--- src/rtl/present_bus_master.sv ---
// Streaming-to-register bridge for the PRESENT cipher peripheral: writes key/data/control,
// pulses load, waits out the core latency, then reads the 64-bit result back.
module present_bus_master #(
    parameter int WAIT_CYCLES = 40,
    parameter bit KEY_CACHE   = 1'b1
) (
    input  logic        clk,
    input  logic        iReset_n,
    input  logic        s_valid,
    output logic        s_ready,
    input  logic [79:0] s_key,
    input  logic [63:0] s_data,
    input  logic        s_decrypt,
    output logic        m_valid,
    input  logic        m_ready,
    output logic [63:0] m_data,
    output logic        busy,
    output logic        oChipselect_n,
    output logic        oWrite_n,
    output logic        oRead_n,
    output logic [3:0]  oAddress,
    output logic [31:0] odat,
    input  logic [31:0] idat
);

    localparam int CNT_W = (WAIT_CYCLES > 1) ? $clog2(WAIT_CYCLES + 1) : 1;
    localparam logic [CNT_W-1:0] CNT_LOAD = CNT_W'(WAIT_CYCLES);
    localparam logic [CNT_W-1:0] CNT_ONE  = CNT_W'(1);

    typedef enum logic [3:0] {
        S_IDLE, S_WR_CTRL, S_WR_K3, S_WR_K2, S_WR_K1, S_WR_D5, S_WR_D4,
        S_WR_LOAD, S_CLR_LOAD, S_WAIT, S_RD7, S_RD6, S_CAP6, S_OUT
    } state_t;

    state_t           state, state_nxt;
    logic [CNT_W-1:0] cnt;
    logic [79:0]      key_p0;
    logic [63:0]      data_p0;
    logic             dec_p0;
    logic [79:0]      cache_key;
    logic             cache_vld;
    logic             cache_hit;

    assign cache_hit = KEY_CACHE && cache_vld && (key_p0 == cache_key);
    assign s_ready   = (state == S_IDLE);
    assign m_valid   = (state == S_OUT);
    assign busy      = (state != S_IDLE);

    // Control state: FSM, wait counter, cache valid flag and result register.
    always_ff @(posedge clk or negedge iReset_n) begin
        if (!iReset_n) begin
            state     <= S_IDLE;
            cnt       <= '0;
            cache_vld <= 1'b0;
            m_data    <= '0;
        end else begin
            state <= state_nxt;
            if (state == S_CLR_LOAD)
                cnt <= CNT_LOAD;
            else if (state == S_WAIT && cnt != CNT_ONE)
                cnt <= cnt - CNT_ONE;
            if (state == S_WR_K3)
                cache_vld <= 1'b1;
            // idat lags the read strobe by one cycle, so RD6 sees the RD7 data.
            if (state == S_RD6)
                m_data[63:32] <= idat;
            if (state == S_CAP6)
                m_data[31:0] <= idat;
        end
    end

    // Request fields and cached key carry no reset; cache_vld qualifies the cache.
    always_ff @(posedge clk) begin
        if (s_valid && s_ready) begin
            key_p0  <= s_key;
            data_p0 <= s_data;
            dec_p0  <= s_decrypt;
        end
        if (state == S_WR_K3)
            cache_key <= key_p0;
    end

    always_comb begin
        state_nxt     = state;
        oChipselect_n = 1'b1;
        oWrite_n      = 1'b1;
        oRead_n       = 1'b1;
        oAddress      = 4'h0;
        odat          = 32'h0;
        case (state)
            S_IDLE:     if (s_valid) state_nxt = S_WR_CTRL;
            S_WR_CTRL: begin
                oChipselect_n = 1'b0; oWrite_n = 1'b0;
                oAddress = 4'h8; odat = {31'h0, dec_p0};
                state_nxt = cache_hit ? S_WR_D5 : S_WR_K3;
            end
            S_WR_K3: begin
                oChipselect_n = 1'b0; oWrite_n = 1'b0;
                oAddress = 4'h3; odat = key_p0[79:48];
                state_nxt = S_WR_K2;
            end
            S_WR_K2: begin
                oChipselect_n = 1'b0; oWrite_n = 1'b0;
                oAddress = 4'h2; odat = key_p0[47:16];
                state_nxt = S_WR_K1;
            end
            S_WR_K1: begin
                oChipselect_n = 1'b0; oWrite_n = 1'b0;
                oAddress = 4'h1; odat = {16'h0, key_p0[15:0]};
                state_nxt = S_WR_D5;
            end
            S_WR_D5: begin
                oChipselect_n = 1'b0; oWrite_n = 1'b0;
                oAddress = 4'h5; odat = data_p0[63:32];
                state_nxt = S_WR_D4;
            end
            S_WR_D4: begin
                oChipselect_n = 1'b0; oWrite_n = 1'b0;
                oAddress = 4'h4; odat = data_p0[31:0];
                state_nxt = S_WR_LOAD;
            end
            S_WR_LOAD: begin
                oChipselect_n = 1'b0; oWrite_n = 1'b0;
                oAddress = 4'h0; odat = 32'h1;
                state_nxt = S_CLR_LOAD;
            end
            S_CLR_LOAD: begin
                oChipselect_n = 1'b0;
                state_nxt = S_WAIT;
            end
            S_WAIT:     if (cnt == CNT_ONE) state_nxt = S_RD7;
            S_RD7: begin
                oChipselect_n = 1'b0; oRead_n = 1'b0; oAddress = 4'h7;
                state_nxt = S_RD6;
            end
            S_RD6: begin
                oChipselect_n = 1'b0; oRead_n = 1'b0; oAddress = 4'h6;
                state_nxt = S_CAP6;
            end
            S_CAP6: begin
                oChipselect_n = 1'b0; oAddress = 4'h6;
                state_nxt = S_OUT;
            end
            S_OUT:      if (m_ready) state_nxt = S_IDLE;
            default:    state_nxt = S_IDLE;
        endcase
    end

endmodule

--- config.mk ---
export PLATFORM = sky130hd
export DESIGN_NAME = present_bus_master
export DESIGN_NICKNAME = d
export VERILOG_FILES = /design/src/rtl/present_bus_master.sv
export SDC_FILE = /design/constraint.sdc
export NUM_CORES = 1
export LEC_CHECK = 0
export ABC_AREA = 0
export BUFFER_PORTS_ARGS = -buffer_cell sky130_fd_sc_hd__buf_2
export CORE_AREA = 3 3 216 218
export DETAILED_ROUTE_END_ITERATION = 8
export DIE_AREA = 0 0 219 221
export GPL_ROUTABILITY_DRIVEN = 0
export GPL_TIMING_DRIVEN = 0
export MAX_ROUTING_LAYER = met4
export PLACE_DENSITY = 0.55
export SKIP_CTS_REPAIR_TIMING = 1
export SLEW_MARGIN = 20
export SYNTH_ARGS = -nofsm -noshare
export SYNTH_HDL_FRONTEND = slang
export SYNTH_SLANG_ARGS = --single-unit
--- constraint.sdc ---
create_clock -name clk -period 5.8 [get_ports clk]
set_input_delay 0.29 -clock clk [delete_from_list [all_inputs] [get_ports clk]]
set_output_delay 0.29 -clock clk [all_outputs]
set_load 0.01 [all_outputs]
# ---- Word-level counts from Yosys, hierarchy flattened
# Cells that the tools add are included.
# W data, S select, Z words.
dict set report word_totals {
  reg_bits 300
  out_inout_bits 106
}
dict set report classes {
  addsub 1
  n_eq_ne 19
  n_mux 12
  reduce_logical 11
}
# op count
set ops {}
lappend ops {{$pmux W32 S7} 1}
lappend ops {{$eq A80 B80 Y1} 1}
lappend ops {{$pmux W4 S14} 1}
lappend ops {{$pmux W4 S8} 1}
lappend ops {{$eq A4 B4 Y1 const B} 6}
lappend ops {{$eq A4 B3 Y1 const B} 4}
lappend ops {{$mux W4} 3}
lappend ops {{$mux W6} 2}
lappend ops {{$reduce_or A11 Y1} 1}
lappend ops {{$eq A4 B2 Y1 const B} 2}
lappend ops {{$reduce_or A7 Y1} 1}
lappend ops {{$eq A6 B1 Y1 const B} 1}
lappend ops {{$ne A6 B1 Y1 const B} 1}
lappend ops {{$sub A6 B1 Y6 const B} 1}
lappend ops {{$eq A4 B1 Y1 const B} 1}
lappend ops {{$logic_not A4 Y1} 1}
lappend ops {{$ne A2 B1 Y1 const B} 2}
lappend ops {{$reduce_bool A4 Y1} 1}
lappend ops {{$reduce_or A2 Y1} 2}
lappend ops {{$logic_and A1 B1 Y1} 3}
lappend ops {{$mux W1} 3}
lappend ops {{$mux W3} 1}
lappend ops {{$reduce_and A3 Y1} 1}
lappend ops {{$ne A2 B2 Y1 const B} 1}
lappend ops {{$reduce_bool A2 Y1} 1}

# ---- Logic depth before layout (Yosys ltp)
dict set report depth {
  word_depth 4
  depth_mapped 8
  ltp_nobuf 7
}

# ---- Least setup slack after synthesis
# OpenSTA, ideal clock, no wires.
dict set report synth_timing {
  path_kind {reg2reg}
  start {register state[1]}
  end {register data_p0[0] (enable)}
  setup_time_ns 0.522
  arrival_time_ns 4.302
  required_time_ns 5.278
  path_slack_ns 0.976
  stages_incl_launch_ff 6
  n_path_buf 1
  cell_sequence {dfrtp_1 > buf_6 > nor2_1 > nand2_1 > inv_1 > and2_1}
}
dict set report synth_via {
  elab_chain_len 2
}
# element line_no
set synth_lines {}
lappend synth_lines {{from (decl)} 35} ;# state_t state, state_nxt;
lappend synth_lines {{from (signal assigned)} 57} ;# state <= state_nxt;
lappend synth_lines {{$logic_not A4 Y1} 45} ;# assign s_ready = (state == S_IDLE);
lappend synth_lines {{net s_ready} 10} ;# output logic s_ready,
lappend synth_lines {{$logic_and A1 B1 Y1} 74} ;# if (s_valid && s_ready) begin
lappend synth_lines {{to (signal assigned)} 76} ;# data_p0 <= s_data;
lappend synth_lines {{to (decl)} 38} ;# logic [63:0] data_p0;
# The timed path passes the listed nets, and every way through them passes these cells.
# A chain may end at the register's enable or synchronous reset.

# ---- Worst setup path in the final report
dict set report layout_timing {
  start {register state[3]}
  end {output odat[12]}
}
dict set report layout_via {
  elab_chain_len 2
  elab_cells_between_ends 8
}
# element line_no
set layout_lines {}
lappend layout_lines {{$eq A4 B3 Y1, or another cell as far along} 90} ;# case (state)
lappend layout_lines {{$pmux W32 S7 *} 90}
lappend layout_lines {{to (decl)} 22} ;# output logic [31:0] odat,
# Every way passes the cells marked *; elsewhere a longest branch is shown, timed or not.

==> impl_metrics.yaml <==
grt:
  overflow: 0
  grt_pass1_wl_um: 48100
  grt_antenna_before_repair: 3
  grt_use_total: 0.140
  grt_pass1_vias: 7469
  grtUsageMet2: 0.221
  met1_usage: 0.175
  met3_usage: 0.0365
  busiest_layer: "met2"
  grt_max_degree: 71
yosys:
  syn_area_per_cell_um2: 16.4
  async_flop_share: 0.250
  synth_area_leaders: "edfxtp_1 (58%), dfrtp_1 (16%), mux2_1 (5.4%)"
  ys_seq_elements: 300
  synth_top_area_share: 0.582
  synth_area_mm2: 0.0116
  synth_top_cell_by_area: "edfxtp_1"
  synth_edf_count: 225
  yosysSeqAreaShare: 0.744
  syn_inst: 709
  ys_warn_count: 0
  syn_nets: 892
  ys_types: 47
  synth_ff_type: "edfxtp_1"
timing:
  worst_slew_pin_slew_ns: 0.971
  slew-limit-headroom: 0.353
  min_period_over_period: 0.606
  hold_violations: 0
  drv_slew: 0
  rsz0062_at_grt: "false"
  finClkSkew_ns: 0.0165
  period_needed_ns: 3.51
  fmax_mhz: 285
  setup_viol: 0
  setup_slack_ns: 2.29
clocking:
  cts_sinks: 300
  root_buffer: "clkbuf_16"
  cts_tree: "built"
  clockBufferDepth: 3
  htreeDepth: 2
  clkTransAtPathRegs_ns: 0.06
  numCtsBuffers: 37
  clock_latency_ns: 0.56
cells_and_area:
  syn_to_final_growth_pct: 46.1
  fin_nets: 1397
  fillers: 4249
  final_area_mm2: 0.0170
  drive_gt1_frac: 0.311
power_and_ir_drop:
  powerDensity_mw_per_mm2: 452
  finalPower_w: 0.00766
  ir_drop_v: 0.000246
  p_leak_nw: 6.79
die:
  core_area_mm2: 0.0451
  num_io_pins: 287
  die_area_mm2: 0.0484
  initial_core_util: 0.257
  fp.dieH_um: 221
  die_x_um: 219
  rows: 78
run:
  cap_violations: 0
placed_design:
  pre_cts_slack_ns: 2.85
  io_buffers: 286
  place_area_mm2: 0.0139
  place_hpwl_um: 24700
detailed_routing:
  ant_nets: 0
  firstDrtPassIters: 5
  drc: 0
  drt-wirelength-per-cell_um: 19.8
  wirelength_um: 36500
  vias_per_cell: 4.41
  num_vias: 8130
  drtIter0Drc: 653
outcome:
  status: "finished clean"
setup_path:
  critical_path.endpoint_type: "primary output"
  path_class: "reg2out"
  cp.arrival_ns: 3.22
  critPathMaxFanout: 10
  critPathLaunchType: "flip-flop"
  cp.required_ns: 5.51
min_path:
  hold_class: "in2reg"
==> kinds of logic (layout without fill, tap and decap cells) <==
| group | count (synthesis) | after routing | synth area share |
|---|---|---|---|
| flops | 300 | 300 | 0.744 |
| simple gates | 114 | 114 | 0.0497 |
| compound gates | 110 | 110 | 0.0733 |
| mux | 65 | 65 | 0.0631 |
| xor+xnor | 63 | 63 | 0.0475 |
| buf+inv | 55 | 588 | 0.0204 |
| fa+ha+maj | 2 | 2 | 0.00216 |
| other cells | 0 | 3 | 0 |
==> stage by stage <==
step / hold WS [ns] / cells / setup TNS (ns) / utilization
3_3_place_gp: 0.463 / 1595 / -123.28 / 0.306
3_5_place_dp: 0.271 / 1600 / 0 / 0.309
5_1_grt: 0.00215 / 1845 / 0 / 0.376
6_report: 0.0213 / 1845 / 0 / 0.376
2_1_floorplan: -0.00559 / 709 / 0 / -
4_1_cts: -0.328 / 1667 / 0 / 0.337
==> registers in the layout, indices dropped and copies added (netlist names) <==
name / count
m_data: 64
cache_vld: 1
data_p0: 64
state: 4
cache_key: 80
key_p0: 80
dec_p0: 1
cnt: 6
==> Yosys cell counts (all sizes together) (3+ instances only) <==
| master | instances |
|---|---|
| nor2b | 11 |
| a21oi | 6 |
| xnor2 | 12 |
| a21o | 3 |
| nor4 | 15 |
| inv | 28 |
| a221oi | 3 |
| nand2 | 44 |
| dfrtp | 75 |
| buf | 16 |
| nand2b | 3 |
| nand4 | 6 |
| a222oi | 16 |
| o22ai | 9 |
| edfxtp | 225 |
| a2111oi | 4 |
| clkbuf | 11 |
| or2 | 3 |
| mux2 | 65 |
| nor2 | 15 |
| nor3 | 10 |
| a22oi | 47 |
| xor2 | 51 |
| o21ai | 10 |
==> area by class of cell <==
class                      count  area [um2]  share of cell area
clock buffer                  45         997              0.0588
inverter                      28         105             0.00620
sequential                   300        8630               0.509
buffer                        27         138             0.00812
antenna                        3        7.51            0.000443
timing repair buffer         466        3300               0.195
multi-input combinational    354        2750               0.162
tap                          600         751              0.0443
clock inverter                22         273              0.0161
==> routing by layer <==
| metal | share of wire | wire length, um |
|---|---|---|
| met5 | 0 | 0 |
| met4 | 0.029 | 1080 |
| met3 | 0.074 | 2690 |
| met2 | 0.47 | 17300 |
| met1 | 0.42 | 15400 |
==> final timing paths <==
check | depth (start not counted) | slack (ns) | end | start
setup reg to reg | 5 | 3.31 | cache_key[41]$_DFFE_PP_ | state[0]$_DFFE_PN0P_
min in group asynchronous | 2 | 0.24 | m_data[16]$_DFFE_PN0N_ | iReset_n
setup / recovery | 6 | 2.29 | odat[12] | state[3]$_DFFE_PN0P_
hold / removal | 2 | 0.02 | m_data[41]$_DFFE_PN0N_ | idat[9]
hold reg to reg | 1 | 0.48 | m_data[18]$_DFFE_PN0N_ | m_data[18]$_DFFE_PN0N_
max in group asynchronous | 3 | 4.99 | m_data[58]$_DFFE_PN0N_ | iReset_n
==> worst max-delay path, cell delays in order, from the launching register on <==
cell and delay [ns]:
dfrtp_1 0.43, buf_2 0.21, nor3_1 0.60, clkbuf_1 0.78
a222oi_1 0.29, nand2_1 0.21, buf_2 0.16
==> power by group <==
part	internal (W)	switching [W]
clock	0.00146	0.000940
combinational	0.000851	0.00122
sequential	0.00291	0.000279
total	0.00522	0.00243
==> cell usage in the layout (no fill, tap or decap), drive strengths merged, types with 13 or more instances in the layout <==
cell type / n
edfxtp: 225
nor2: 15
buf: 307
nor4: 15
xor2: 51
dfrtp: 75
clkinv: 13
clkbuf: 56
nand2: 44
a222oi: 16
dlygate4sd3: 175
inv: 31
a22oi: 47
mux2: 65
Power figures use the tool's default switching activity.
